===== src/rtl/bpf_code_loader_if.sv =====
// rtl/bpf_code_loader_if.sv - configuration beat channel for the BPF code loader
//
// Purpose : carries 32-bit configuration beats (opcode + payload) with a
//           valid/ready handshake from the host side into the loader.
// Signals : cfg_op     [1:0]  beat opcode: 00 DATA, 01 BEGIN, 10 COMMIT, 11 ABORT
//           cfg_wdata  [31:0] DATA payload
//           cfg_wvalid        beat valid (driven by master)
//           cfg_wready        beat ready (driven by slave)
interface bpf_code_loader_if;
  logic [1:0]  cfg_op;
  logic [31:0] cfg_wdata;
  logic        cfg_wvalid;
  logic        cfg_wready;

  modport master (
    output cfg_op,
    output cfg_wdata,
    output cfg_wvalid,
    input  cfg_wready
  );

  modport slave (
    input  cfg_op,
    input  cfg_wdata,
    input  cfg_wvalid,
    output cfg_wready
  );
endinterface


===== src/rtl/bpf_code_loader.sv =====
// rtl/bpf_code_loader.sv - packs config beats into BPF instructions and owns filter start
//
// Purpose : sequences instruction-memory rewrites for the packet filter. Two
//           32-bit DATA beats (lo then hi) form one 64-bit instruction. Before
//           any rewrite the filters are stopped and must report idle.
// Ports   : clk, rst_n        clock, asynchronous active-low reset
//           cfg (slave)       configuration beat channel
//           filt_idle         all filter cores idle (only looked at in DRAIN)
//           inst_wr_addr/data/en  instruction memory write port (1-cycle strobe)
//           control_start     filters enabled (level)
//           loaded_len        instructions written since last BEGIN
//           busy              in DRAIN or LOADING
//           err_overflow/err_odd/err_seq  sticky error flags, cleared by BEGIN
module bpf_code_loader #(
  parameter int INST_MEM_DEPTH  = 512,
  parameter int CODE_ADDR_WIDTH = 9,
  parameter int CODE_DATA_WIDTH = 64
) (
  input  logic                       clk,
  input  logic                       rst_n,
  bpf_code_loader_if.slave           cfg,
  input  logic                       filt_idle,
  output logic [CODE_ADDR_WIDTH-1:0] inst_wr_addr,
  output logic [CODE_DATA_WIDTH-1:0] inst_wr_data,
  output logic                       inst_wr_en,
  output logic                       control_start,
  output logic [CODE_ADDR_WIDTH:0]   loaded_len,
  output logic                       busy,
  output logic                       err_overflow,
  output logic                       err_odd,
  output logic                       err_seq
);

  localparam int LW = CODE_ADDR_WIDTH + 1;
  localparam logic [LW-1:0] FULL_LEN = LW'(INST_MEM_DEPTH);

  localparam logic [1:0] OP_DATA   = 2'b00;
  localparam logic [1:0] OP_BEGIN  = 2'b01;
  localparam logic [1:0] OP_COMMIT = 2'b10;
  localparam logic [1:0] OP_ABORT  = 2'b11;

  typedef enum logic [1:0] {
    ST_STOPPED = 2'd0,
    ST_RUNNING = 2'd1,
    ST_DRAIN   = 2'd2,
    ST_LOADING = 2'd3
  } state_t;

  state_t state, next_state;

  // Registered state beyond the FSM. The write pointer is the instruction
  // count itself: every write lands at slot loaded_len, and the extra MSB of
  // loaded_len lets it reach INST_MEM_DEPTH without wrapping.
  logic        cfg_wready_q;
  logic        half;
  logic [31:0] lo;

  logic                       cfg_wready_d, half_d, inst_wr_en_d, control_start_d;
  logic                       busy_d, err_overflow_d, err_odd_d, err_seq_d;
  logic [31:0]                lo_d;
  logic [LW-1:0]              loaded_len_d;
  logic [CODE_ADDR_WIDTH-1:0] inst_wr_addr_d;
  logic [CODE_DATA_WIDTH-1:0] inst_wr_data_d;

  logic accept;
  assign accept         = cfg.cfg_wvalid & cfg_wready_q;
  assign cfg.cfg_wready = cfg_wready_q;

  // State register together with every registered output.
  always_ff @(posedge clk or negedge rst_n) begin
    if (!rst_n) begin
      state         <= ST_STOPPED;
      cfg_wready_q  <= 1'b1;
      half          <= 1'b0;
      lo            <= '0;
      loaded_len    <= '0;
      inst_wr_en    <= 1'b0;
      inst_wr_addr  <= '0;
      inst_wr_data  <= '0;
      control_start <= 1'b0;
      busy          <= 1'b0;
      err_overflow  <= 1'b0;
      err_odd       <= 1'b0;
      err_seq       <= 1'b0;
    end else begin
      state         <= next_state;
      cfg_wready_q  <= cfg_wready_d;
      half          <= half_d;
      lo            <= lo_d;
      loaded_len    <= loaded_len_d;
      inst_wr_en    <= inst_wr_en_d;
      inst_wr_addr  <= inst_wr_addr_d;
      inst_wr_data  <= inst_wr_data_d;
      control_start <= control_start_d;
      busy          <= busy_d;
      err_overflow  <= err_overflow_d;
      err_odd       <= err_odd_d;
      err_seq       <= err_seq_d;
    end
  end

  // Next-state logic.
  always_comb begin
    next_state = state;
    case (state)
      ST_STOPPED: begin
        if (accept && cfg.cfg_op == OP_BEGIN) next_state = ST_DRAIN;
      end
      ST_RUNNING: begin
        if (accept && cfg.cfg_op == OP_BEGIN)      next_state = ST_DRAIN;
        else if (accept && cfg.cfg_op == OP_ABORT) next_state = ST_STOPPED;
      end
      ST_DRAIN: begin
        // control_start is already low on DRAIN entry; the check keeps the
        // guarantee local rather than relying on the entry path.
        if (filt_idle && !control_start) next_state = ST_LOADING;
      end
      ST_LOADING: begin
        if (accept) begin
          case (cfg.cfg_op)
            OP_BEGIN:  next_state = ST_DRAIN;
            OP_ABORT:  next_state = ST_STOPPED;
            OP_COMMIT: next_state = ST_RUNNING;
            default:   next_state = ST_LOADING;
          endcase
        end
      end
      default: next_state = ST_STOPPED;
    endcase
  end

  // Next values of the registered outputs and datapath.
  always_comb begin
    half_d          = half;
    lo_d            = lo;
    loaded_len_d    = loaded_len;
    inst_wr_en_d    = 1'b0;
    inst_wr_addr_d  = inst_wr_addr;
    inst_wr_data_d  = inst_wr_data;
    control_start_d = control_start;
    err_overflow_d  = err_overflow;
    err_odd_d       = err_odd;
    err_seq_d       = err_seq;

    if (accept) begin
      case (cfg.cfg_op)
        OP_BEGIN: begin
          control_start_d = 1'b0;
          loaded_len_d    = '0;
          half_d          = 1'b0;
          err_overflow_d  = 1'b0;
          err_odd_d       = 1'b0;
          err_seq_d       = 1'b0;
        end
        OP_ABORT: begin
          control_start_d = 1'b0;
          half_d          = 1'b0;
        end
        OP_DATA: begin
          if (state != ST_LOADING) begin
            err_seq_d = 1'b1;
          end else if (loaded_len == FULL_LEN) begin
            err_overflow_d = 1'b1;
          end else if (!half) begin
            lo_d   = cfg.cfg_wdata;
            half_d = 1'b1;
          end else begin
            inst_wr_en_d   = 1'b1;
            inst_wr_addr_d = loaded_len[CODE_ADDR_WIDTH-1:0];
            inst_wr_data_d = {cfg.cfg_wdata, lo};
            loaded_len_d   = loaded_len + LW'(1);
            half_d         = 1'b0;
          end
        end
        default: begin // OP_COMMIT
          if (state != ST_LOADING) begin
            err_seq_d = 1'b1;
          end else begin
            if (half) err_odd_d = 1'b1;
            half_d          = 1'b0;
            control_start_d = 1'b1;
          end
        end
      endcase
    end

    cfg_wready_d = (next_state != ST_DRAIN);
    busy_d       = (next_state == ST_DRAIN) || (next_state == ST_LOADING);
  end

endmodule


===== src/flat_wrapper.sv =====
// flat-port wrapper written by rule: the top's interface ports become plain ports
module bpf_code_loader_flat 
#(
  parameter int INST_MEM_DEPTH  = 512,
  parameter int CODE_ADDR_WIDTH = 9,
  parameter int CODE_DATA_WIDTH = 64
)
  (clk, rst_n, filt_idle, inst_wr_addr, inst_wr_data, inst_wr_en, control_start, loaded_len, busy, err_overflow, err_odd, err_seq, cfg_cfg_op, cfg_cfg_wdata, cfg_cfg_wvalid, cfg_cfg_wready);
  bpf_code_loader_if cfg_i ();
  input  logic clk;
  input  logic rst_n;
  input  logic filt_idle;
  output logic [CODE_ADDR_WIDTH-1:0] inst_wr_addr;
  output logic [CODE_DATA_WIDTH-1:0] inst_wr_data;
  output logic inst_wr_en;
  output logic control_start;
  output logic [CODE_ADDR_WIDTH:0] loaded_len;
  output logic busy;
  output logic err_overflow;
  output logic err_odd;
  output logic err_seq;
  input wire logic [$bits(cfg_i.cfg_op)-1:0] cfg_cfg_op;
  input wire logic [$bits(cfg_i.cfg_wdata)-1:0] cfg_cfg_wdata;
  input wire logic [$bits(cfg_i.cfg_wvalid)-1:0] cfg_cfg_wvalid;
  output wire logic [$bits(cfg_i.cfg_wready)-1:0] cfg_cfg_wready;
  assign cfg_i.cfg_op = cfg_cfg_op;
  assign cfg_i.cfg_wdata = cfg_cfg_wdata;
  assign cfg_i.cfg_wvalid = cfg_cfg_wvalid;
  assign cfg_cfg_wready = cfg_i.cfg_wready;
  bpf_code_loader #(.INST_MEM_DEPTH(INST_MEM_DEPTH), .CODE_ADDR_WIDTH(CODE_ADDR_WIDTH), .CODE_DATA_WIDTH(CODE_DATA_WIDTH)) u_core (.clk(clk), .rst_n(rst_n), .cfg(cfg_i), .filt_idle(filt_idle), .inst_wr_addr(inst_wr_addr), .inst_wr_data(inst_wr_data), .inst_wr_en(inst_wr_en), .control_start(control_start), .loaded_len(loaded_len), .busy(busy), .err_overflow(err_overflow), .err_odd(err_odd), .err_seq(err_seq));
endmodule

===== config.mk =====
export PLATFORM = sky130hd
export DESIGN_NAME = bpf_code_loader_flat
export DESIGN_NICKNAME = d
export VERILOG_FILES = /design/src/rtl/bpf_code_loader_if.sv /design/src/rtl/bpf_code_loader.sv /design/src/flat_wrapper.sv
export SDC_FILE = /design/constraint.sdc
export NUM_CORES = 1
export LEC_CHECK = 0
export ABC_CLOCK_PERIOD_IN_PS = 5600
export CAP_MARGIN = 40
export CORE_ASPECT_RATIO = 1.75
export CORE_MARGIN = 8
export CORE_UTILIZATION = 53
export DETAILED_ROUTE_END_ITERATION = 8
export GPL_ROUTABILITY_DRIVEN = 0
export PLACE_DENSITY = 0.84
export SYNTH_ARGS = -nofsm -noshare
export SYNTH_HDL_FRONTEND = slang
export SYNTH_SLANG_ARGS = --single-unit

===== constraint.sdc =====
create_clock -name clk -period 5.6 [get_ports clk]
set_clock_uncertainty 0.1 [all_clocks]
set_input_delay 1.12 -clock clk [delete_from_list [all_inputs] [get_ports clk]]
set_output_delay 1.12 -clock clk [all_outputs]
set_load 0.02 [all_outputs]

==> impl_metrics.py, run 1 <==
metrics = {
    "status": {
        "status": "finished clean",
    },
    "yosys": {
        "synthDistinctLibCells": 40,
        "synth_ff_type": "dfrtp_1",
        "synth_area_sq_mm": 0.00506,
        "syn_nets": 394,
        "synth_edf_count": 0,
        "syn_area_per_cell_sq_um": 14.5,
        "synth.yosys.seq_area_share_pct": 61.4,
        "syn_inst": 349,
        "yosys_warnings": 0,
        "yosys_register_bits": 124,
        "synthArstFlopShare_pct": 100,
    },
    "worst_setup_path": {
        "worstPathArrival_ps": 3650,
        "crit_type": "in2reg",
        "cp.depth": 8,
        "worst_setup_path_start_kind": "primary input",
        "crit_chain": "clkdlybuf4s50_1, inv_1, ha_1, nand4_1, nand2b_4, buf_12, inv_1, mux2_2",
        "path_common_cell": "inv_1",
        "critical-path-slowest-cell": "clkdlybuf4s50_1",
        "cpPeakStageDelay_ps": 510,
        "crit_fanout": 39,
        "worst-path-buf-inv": 4,
        "worst_r2r_path_depth": 6,
        "worst_setup_path_end_kind": "register",
        "path_delay_family": "buffers and inverters",
        "crit_required_ps": 5780,
    },
    "timing": {
        "finalCritPeriodShare_pct": 61.9,
        "min_period_ps": 3470,
        "worstMarginPinSlew_ps": 755,
        "hold_viol": 0,
        "slew_viol_final": 0,
        "fmax_ghz": 0.288,
        "fin_tns_setup_ps": 0,
        "slew_headroom_pct": 49.7,
        "rsz0062_at_grt": "no",
        "setup_viol": 0,
    },
    "clock_network": {
        "cts_resized": 0,
        "cts_setup_buffers": 0,
        "cts_max_level": 4,
        "cts-root-buf": "clkbuf_16",
        "tritoncts": "yes",
        "insertion_delay_ps": 400,
        "clock_path_buffers": 2,
        "clkSinkCount": 124,
        "cts_hold_buf": 0,
        "clk_pin_slew_ps": 50,
        "numCtsBuffers": 17,
    },
    "job": {
        "cap_violations": 0,
    },
    "floorplanning": {
        "die_area_sq_mm": 0.0130,
        "ios": 128,
        "die_w_microns": 89.9,
        "rows": 47,
        "start_util_pct": 54.1,
        "core-area_sq_mm": 0.00935,
        "die_h_microns": 145,
    },
    "global_routing": {
        "first_global_vias": 3635,
        "grt_pass1_wl_microns": 19500,
        "grt_usage_pct": 19.0,
        "grt-ovfl-total": 0,
        "antenna_found_initial": 0,
        "grt_max_degree": 62,
    },
    "route": {
        "via_per_inst": 5.49,
        "wire_per_inst_microns": 19.5,
        "drc": 0,
        "postRouteAntennaNets": 0,
        "drt_iter0_drc": 108,
        "vias": 3397,
        "dr.pass1.iters": 4,
        "finalWirelength_microns": 12100,
    },
    "finish": {
        "layout_common_cells": "clkdlybuf4s50_1, dfrtp_1, mux2_2, clkbuf_16, nand2_1",
        "finalNetCount": 529,
        "layout_commonest_cell": "clkdlybuf4s50_1",
        "antennaDiodeCount": 0,
        "drive_gt1_share_pct": 28.2,
        "area_growth_pct": 38.4,
    },
    "placement": {
        "place_hpwl_microns": 8370,
        "portBuffers": 127,
    },
    "worst_hold_path": {
        "min_path_type": "reg2reg",
        "hold_depth": 1,
    },
    "power_and_ir_drop": {
        "total_power_mw": 2.84,
        "p_per_area_mw_per_mm2": 406,
        "ir_drop_mv": 0.299,
        "leakage_nw": 3.27,
    },
}
[cell families after synthesis]
logic type	count (synthesis)	synth area share, %
flip-flops	124	61.4
multiplexers	107	23.8
AND/OR/NAND/NOR	46	5.12
buffers and inverters	24	2.60
adder cells (fa/ha/maj)	7	1.73
AO/OA/AOI/OAI	41	5.39
[worst paths after layout]
check	from	to	slack [ps]
min reg2reg	u_core.lo[2]$_DFFE_PN0P_	u_core.lo[2]$_DFFE_PN0P_	380
min in group asynchronous	rst_n	u_core.inst_wr_data[42]$_DFFE_PN0P_	410
max in group asynchronous	rst_n	u_core.inst_wr_data[51]$_DFFE_PN0P_	4070
max	cfg_cfg_op[0]	u_core.inst_wr_data[0]$_DFFE_PN0P_	2130
min	u_core.lo[2]$_DFFE_PN0P_	u_core.lo[2]$_DFFE_PN0P_	380
max reg2reg	u_core.loaded_len[4]$_DFFE_PN0P_	u_core.inst_wr_data[0]$_DFFE_PN0P_	2890
[metrics by stage]
| step | util [%] | cell area, sq um | setup WS [ps] | instances | hold WS (ps) |
|---|---|---|---|---|---|
| floorplan | - | 5060 | 2820 | 349 | 354 |
| global placement | 68.6 | 6410 | 1680 | 586 | 364 |
| detailed placement | 68.8 | 6430 | 1720 | 587 | 378 |
| CTS | 74.9 | 7000 | 2140 | 619 | 389 |
| global route | 74.9 | 7000 | 1990 | 619 | 393 |
| finish | 74.9 | 7000 | 2130 | 619 | 381 |
[layout make-up]
class | instances | area, sq um
well taps | 122 | 153
repair buffers | 131 | 1310
clock buffers | 19 | 443
fillers | 604 | 2350
multi-input cells | 201 | 1830
flip-flops and latches | 124 | 3100
clock inverters | 13 | 124
inverters | 9 | 33.8
[Yosys cell counts, types with 2 or more instances]
cell type	number	area (sq um)
buf_6	4	45.0
nand2_1	14	52.6
o31ai_1	5	37.5
clkbuf_1	2	7.51
dfrtp_1	123	3080
o211ai_1	2	15.0
a22o_1	2	17.5
a21o_1	3	22.5
nand3_1	6	30.0
nor3_1	3	15.0
a2111oi_0	2	17.5
and2_1	2	12.5
mux2_2	100	1130
inv_1	9	33.8
a211oi_1	2	15.0
ha_1	7	87.6
nand2b_1	4	25.0
o21ai_0	9	45.0
a41oi_1	2	17.5
mux2_1	6	67.6
nand4_1	4	25.0
buf_2	9	45.0
a21oi_1	9	45.0
nor2_1	3	11.3
or4_1	2	15.0
[layer usage]
metal / wire length [microns] / part of all wire (%) / up-vias / GRT usage [%]
li1: - / - / 1536 / -
met2: 6790 / 56 / 122 / 34.9
met3: 661 / 5.5 / 33 / 6.15
met1: 4180 / 35 / 1706 / 18.0
met4: 429 / 3.6 / 0 / 10.2
met5: 0 / 0 / - / 0
[report_power, final]
group	internal [mW]	switching, mW
Combinational	0.317	0.275
Sequential	1.09	0.122
Clock	0.660	0.380
[sequential cells by signal, indices dropped and copies added (netlist names)]
| signal | cells |
|---|---|
| u_core.cfg.cfg_wready | 1 |
| u_core.lo | 32 |
| u_core.inst_wr_addr | 9 |
| u_core.err_seq | 1 |
| u_core.control_start | 1 |
| u_core.half | 1 |
| u_core.state | 1 |
| u_core.inst_wr_data | 64 |
| u_core.err_odd | 1 |
| u_core.err_overflow | 1 |
| u_core.busy | 1 |
| u_core.inst_wr_en | 1 |
| u_core.loaded_len | 10 |
No activity file was read; power rests on OpenSTA's default activity.
==> run 2, diff against run 1 <==
ABC_CLOCK_PERIOD_IN_PS = 3030   (was 5600)
CORE_UTILIZATION = 44   (was 53)
PLACE_DENSITY = 0.75   (was 0.84)
clock period = 3.03 ns   (was 5.6 ns; I/O delays follow)
==> impl_metrics.py, run 2 (same netlist as run 1, synthesis figures left out) <==
metrics = {
    "finish": {
        "finalNetCount": 537,
        "antennaDiodeCount": 0,
        "reg.largest.list": "u_core.inst_wr_data (64), u_core.lo (32), u_core.loaded_len (10)",
        "top_register": "u_core.inst_wr_data",
        "area_growth_pct": 41.4,
        "drive_gt1_share_pct": 29.2,
        "layout_common_cells": "clkdlybuf4s50_1, dfrtp_1, mux2_2, clkbuf_16, nand2_1",
        "layout_commonest_cell": "clkdlybuf4s50_1",
        "design_area_sq_mm": 0.00715,
        "largest_reg_flops": 64,
    },
    "worst_setup_path": {
        "r2r_end": "u_core.lo[30]$_DFFE_PN0P_",
        "crit_required_ps": 3210,
        "r2r_start": "u_core.loaded_len[0]$_DFFE_PN0P_",
        "crit_type": "in2reg",
        "r2r_setup_slack_ps": 710,
        "worst_setup_path_start_kind": "primary input",
        "worst_setup_path_end_kind": "register",
        "worstPathArrival_ps": 2620,
        "worst_r2r_path_depth": 6,
        "startpoint": "cfg_cfg_op[0]",
        "crit_fanout": 8,
        "crit_end": "u_core.loaded_len[0]$_DFFE_PN0P_",
    },
    "route": {
        "postRouteAntennaNets": 0,
        "vias": 3373,
        "wire_per_inst_microns": 18.5,
        "finalWirelength_microns": 11800,
        "drt_iter0_drc": 138,
        "dr.pass1.iters": 4,
        "via_per_inst": 5.28,
        "drc": 0,
    },
    "floorplanning": {
        "die_area_sq_mm": 0.0153,
        "start_util_pct": 44.4,
        "core-area_sq_mm": 0.0114,
        "ios": 128,
        "rows": 52,
        "die_w_microns": 97.1,
        "die_h_microns": 158,
    },
    "clock_network": {
        "cts_max_level": 4,
        "tritoncts": "yes",
        "insertion_delay_ps": 400,
        "clkSinkCount": 124,
        "clk_pin_slew_ps": 50,
        "numCtsBuffers": 17,
        "cts-root-buf": "clkbuf_16",
        "clock_path_buffers": 2,
    },
    "power_and_ir_drop": {
        "ir_drop_mv": 0.570,
        "comb_power_share_pct": 20.3,
        "leakage_nw": 3.34,
        "p_int_mw": 3.92,
        "power_frac_seq_pct": 41.5,
        "power.share.clock_pct": 38.2,
        "p_sw_share_pct": 26.8,
        "p_per_area_mw_per_mm2": 748,
        "p_sw_mw": 1.43,
    },
    "timing": {
        "slew_viol_final": 0,
        "min_period_ps": 2430,
        "rsz0062_at_grt": "no",
        "finalCritPeriodShare_pct": 80.3,
        "hold_viol": 0,
        "setup_viol": 0,
        "fin_tns_setup_ps": 0,
        "worstMarginPinSlew_ps": 431,
        "slew_headroom_pct": 71.2,
        "fmax_ghz": 0.411,
    },
    "worst_hold_path": {
        "min_path_type": "reg2reg",
        "hold_depth": 1,
    },
    "job": {
        "cap_violations": 0,
    },
    "placement": {
        "place_area_sq_mm": 0.00654,
        "portBuffers": 127,
        "place_hpwl_microns": 8680,
    },
    "global_routing": {
        "grt_usage_pct": 16.2,
        "grt_max_degree": 70,
        "grt-ovfl-total": 0,
        "grt_pass1_wl_microns": 19700,
        "antenna_found_initial": 0,
        "first_global_vias": 3779,
    },
    "status": {
        "status": "finished clean",
    },
}
-- run 2: cell count changes in the layout (fill, tap and decap cells not counted) --
cell | previous run | this run
buf_12 | 1 | 4
buf_4 | 4 | 8
bufinv_16 | 2 | 3
clkbuf_1 | 1 | 0
clkinv_2 | 8 | 3
clkinv_4 | 0 | 3
clkinvlp_4 | 2 | 1
dlygate4sd3_1 | 0 | 1
inv_6 | 1 | 3
-- run 2: metal layers --
layer  track usage, %  up-vias  routed length [microns]
met3             5.29       20                      645
met4             8.55        0                      362
met1             16.0     1699                     4240
met2             29.4       99                     6600
met5                0        -                        0
li1                 -     1555                        -
-- run 2: worst min path at each step --
| stage | to | start |
|---|---|---|
| after floorplan | u_core.busy$_DFF_PN0_ | rst_n |
| after global placement | u_core.lo[2]$_DFFE_PN0P_ | u_core.lo[2]$_DFFE_PN0P_ |
| after detailed placement | u_core.lo[25]$_DFFE_PN0P_ | u_core.lo[25]$_DFFE_PN0P_ |
| after CTS | u_core.lo[25]$_DFFE_PN0P_ | u_core.lo[25]$_DFFE_PN0P_ |
| after global routing | u_core.lo[21]$_DFFE_PN0P_ | u_core.lo[21]$_DFFE_PN0P_ |
| final | u_core.lo[29]$_DFFE_PN0P_ | u_core.lo[29]$_DFFE_PN0P_ |
-- run 2: metrics by stage --
stage / total power, mW / util (%) / std cells / setup WS [ps] / hold slack (ps)
2_1_floorplan: 2.81 / - / 349 / 761 / 210
3_3_place_gp: 3.31 / 57.4 / 607 / 269 / 363
3_5_place_dp: 3.35 / 57.4 / 607 / 197 / 374
4_1_cts: 5.42 / 62.8 / 639 / 612 / 386
5_1_grt: 5.61 / 62.8 / 639 / 470 / 412
6_report: 5.35 / 62.8 / 639 / 598 / 386
-- run 2: worst max-delay path: stages --
cell             delay, ps
clkdlybuf4s50_1        580
inv_1                   90
ha_1                   250
buf_4                  180
nand2b_1               190
a21oi_1                210
a32oi_1                200
mux2_2                 310
-- run 2: timing repair --
item / CTS / global route
hold buffers: 1 / 0
gates resized for setup: 0 / 0
buffers inserted: 0 / 0
hold endpoints to repair: 20 / 0
-- run 2: area by class of cell --
| class | instances | area [sq um] |
|---|---|---|
| Clock buffer | 18 | 439 |
| Clock inverter | 13 | 165 |
| Fill cell | 876 | 4230 |
| Inverter | 9 | 33.8 |
| Multi-Input combinational cell | 201 | 1830 |
| Sequential cell | 124 | 3100 |
| Tap cell | 135 | 169 |
| Timing Repair Buffer | 139 | 1410 |
-- run 2: power groups by stage --
stage               registers (mW)  logic (mW)  clock network [mW]
floorplan                     2.37       0.438                   0
global placement              2.23        1.08                   0
detailed placement            2.25        1.10                   0
CTS                           2.22        1.11                2.09
global route                  2.28        1.17                2.16
finish                        2.22        1.09                2.04
==> run 3, diff against run 2 <==
ABC_CLOCK_PERIOD_IN_PS = 2410   (was 3030)
CORE_UTILIZATION = 49   (was 44)
PLACE_DENSITY = 0.79   (was 0.75)
clock period = 2.41 ns   (was 3.03 ns; I/O delays follow)
==> impl_metrics.py, run 3 (same netlist as run 1, synthesis figures left out) <==
metrics = {
    "placement": {
        "portBuffers": 127,
        "place_area_sq_mm": 0.00666,
        "place_hpwl_microns": 8960,
        "dp_slack_ps": -145,
        "dp.cells": 613,
    },
    "global_routing": {
        "grt-ovfl-total": 0,
        "grt_pass1_wl_microns": 20100,
        "grt_max_degree": 56,
        "grt_usage_pct": 18.7,
        "first_global_vias": 3850,
        "antenna_found_initial": 0,
    },
    "status": {
        "status": "finished clean",
    },
    "finish": {
        "area_growth_pct": 42.4,
        "drive_gt1_share_pct": 30.4,
        "antennaDiodeCount": 0,
        "layout_commonest_cell": "clkdlybuf4s50_1",
        "final_util_pct": 70.8,
        "nFillCells": 732,
        "finalNetCount": 551,
        "largest_reg_flops": 64,
        "reg.largest.list": "u_core.inst_wr_data (64), u_core.lo (32), u_core.loaded_len (10)",
        "design_area_sq_mm": 0.00720,
        "top_register": "u_core.inst_wr_data",
        "finalNonFillerCells": 646,
        "layout_common_cells": "clkdlybuf4s50_1, dfrtp_1, mux2_2, buf_4, clkbuf_16",
    },
    "route": {
        "drc": 0,
        "via_per_inst": 5.37,
        "vias": 3468,
        "finalWirelength_microns": 12300,
        "postRouteAntennaNets": 0,
        "wire_per_inst_microns": 19.0,
        "dr.pass1.iters": 4,
        "drt_iter0_drc": 176,
    },
    "clock_network": {
        "clock_path_buffers": 2,
        "insertion_delay_ps": 400,
        "cts_max_level": 4,
        "numCtsBuffers": 17,
        "cts_setup_buffers": 0,
        "cts-root-buf": "clkbuf_16",
        "clk_pin_slew_ps": 60,
        "tritoncts": "yes",
        "clkSinkCount": 124,
    },
    "floorplanning": {
        "core-area_sq_mm": 0.0102,
        "die_h_microns": 150,
        "die_w_microns": 92.8,
        "ios": 128,
        "start_util_pct": 49.7,
        "rows": 49,
        "die_area_sq_mm": 0.0140,
    },
    "worst_hold_path": {
        "min_path_type": "reg2reg",
    },
    "timing": {
        "setup_viol": 0,
        "finalCritPeriodShare_pct": 94.8,
        "fmax_ghz": 0.438,
        "timing.final.ws_setup_ps": 126,
        "min_period_ps": 2280,
        "slew_viol_final": 0,
        "rsz0062_at_grt": "no",
        "hold_viol": 0,
        "slew_headroom_pct": 63.2,
        "worstMarginPinSlew_ps": 547,
    },
    "power_and_ir_drop": {
        "p_per_area_mw_per_mm2": 896,
        "ir_drop_mv": 0.768,
        "leakage_nw": 3.39,
    },
    "worst_setup_path": {
        "crit_fanout": 12,
        "worst_setup_path_start_kind": "register",
        "crit_required_ps": 2590,
        "crit_type": "reg2reg",
        "worstPathArrival_ps": 2460,
        "worst_setup_path_end_kind": "register",
    },
    "job": {
        "cap_violations": 0,
    },
}
## run 3: cell types whose count changed in the layout (fill, tap and decap cells not counted)
cell / delta
buf_12: +2
clkinv_2: +2
clkbuf_1: +4
bufinv_16: -3
buf_4: +12
inv_6: -3
clkbuf_8: +3
clkinvlp_4: +1
clkinv_4: -3
## run 3: layout make-up
| class | instances | area, sq um | share of cell area (%) |
|---|---|---|---|
| Sequential cell | 124 | 3100 | 43.1 |
| Multi-Input combinational cell | 201 | 1830 | 25.4 |
| Timing Repair Buffer | 153 | 1540 | 21.4 |
| Clock buffer | 25 | 495 | 6.88 |
| Tap cell | 127 | 159 | 2.21 |
| Clock inverter | 7 | 40.0 | 0.556 |
| Inverter | 9 | 33.8 | 0.469 |
## run 3: power by group
group          internal (mW)  total, mW  switching, mW
Combinational          0.768       1.43          0.658
Sequential              2.53       2.79          0.256
Clock                   1.41       2.25          0.835
Total                   4.71       6.46           1.75
## run 3: per-stage QoR
step | hold WS (ps) | TNS (ps) | power, mW
global route | 410 | 0 | 6.78
finish | 378 | 0 | 6.46
floorplan | 86.4 | 0 | 3.53
detailed placement | 345 | -4680 | 4.26
global placement | 339 | -752 | 4.18
CTS | 384 | 0 | 6.53
## run 3: timing repair
item / 4_1_cts / 5_1_grt
endpoints found under the hold margin: 27 / 0
gates resized for setup: 0 / 0
hold buffers: 1 / 0
## run 3: per-layer routing
layer  global-route usage, %  wire [microns]
met5                       0               0
met4                    10.2             429
met3                    5.64             709
met2                    33.9            6840
met1                    18.2            4270
## run 3: critical path, cell delays in order (launching register included)
cell     delay (ps)
dfrtp_1         400
nor4_1          520
and4_1          480
nor4_4          110
buf_4           220
mux2_1          330
## run 3: worst paths after layout
path                                                   from                             endpoint  slack, ps  cells past startpoint
min                               u_core.lo[20]$_DFFE_PN0P_            u_core.lo[20]$_DFFE_PN0P_        380                      1
max                        u_core.loaded_len[3]$_DFFE_PN0P_             u_core.lo[3]$_DFFE_PN0P_        130                      5
min in group asynchronous                             rst_n  u_core.inst_wr_data[41]$_DFFE_PN0P_        470                      2
max reg2reg                u_core.loaded_len[3]$_DFFE_PN0P_             u_core.lo[3]$_DFFE_PN0P_        130                      5
max in group asynchronous                             rst_n  u_core.inst_wr_data[51]$_DFFE_PN0P_       1110                      3
min reg2reg                       u_core.lo[20]$_DFFE_PN0P_            u_core.lo[20]$_DFFE_PN0P_        380                      1
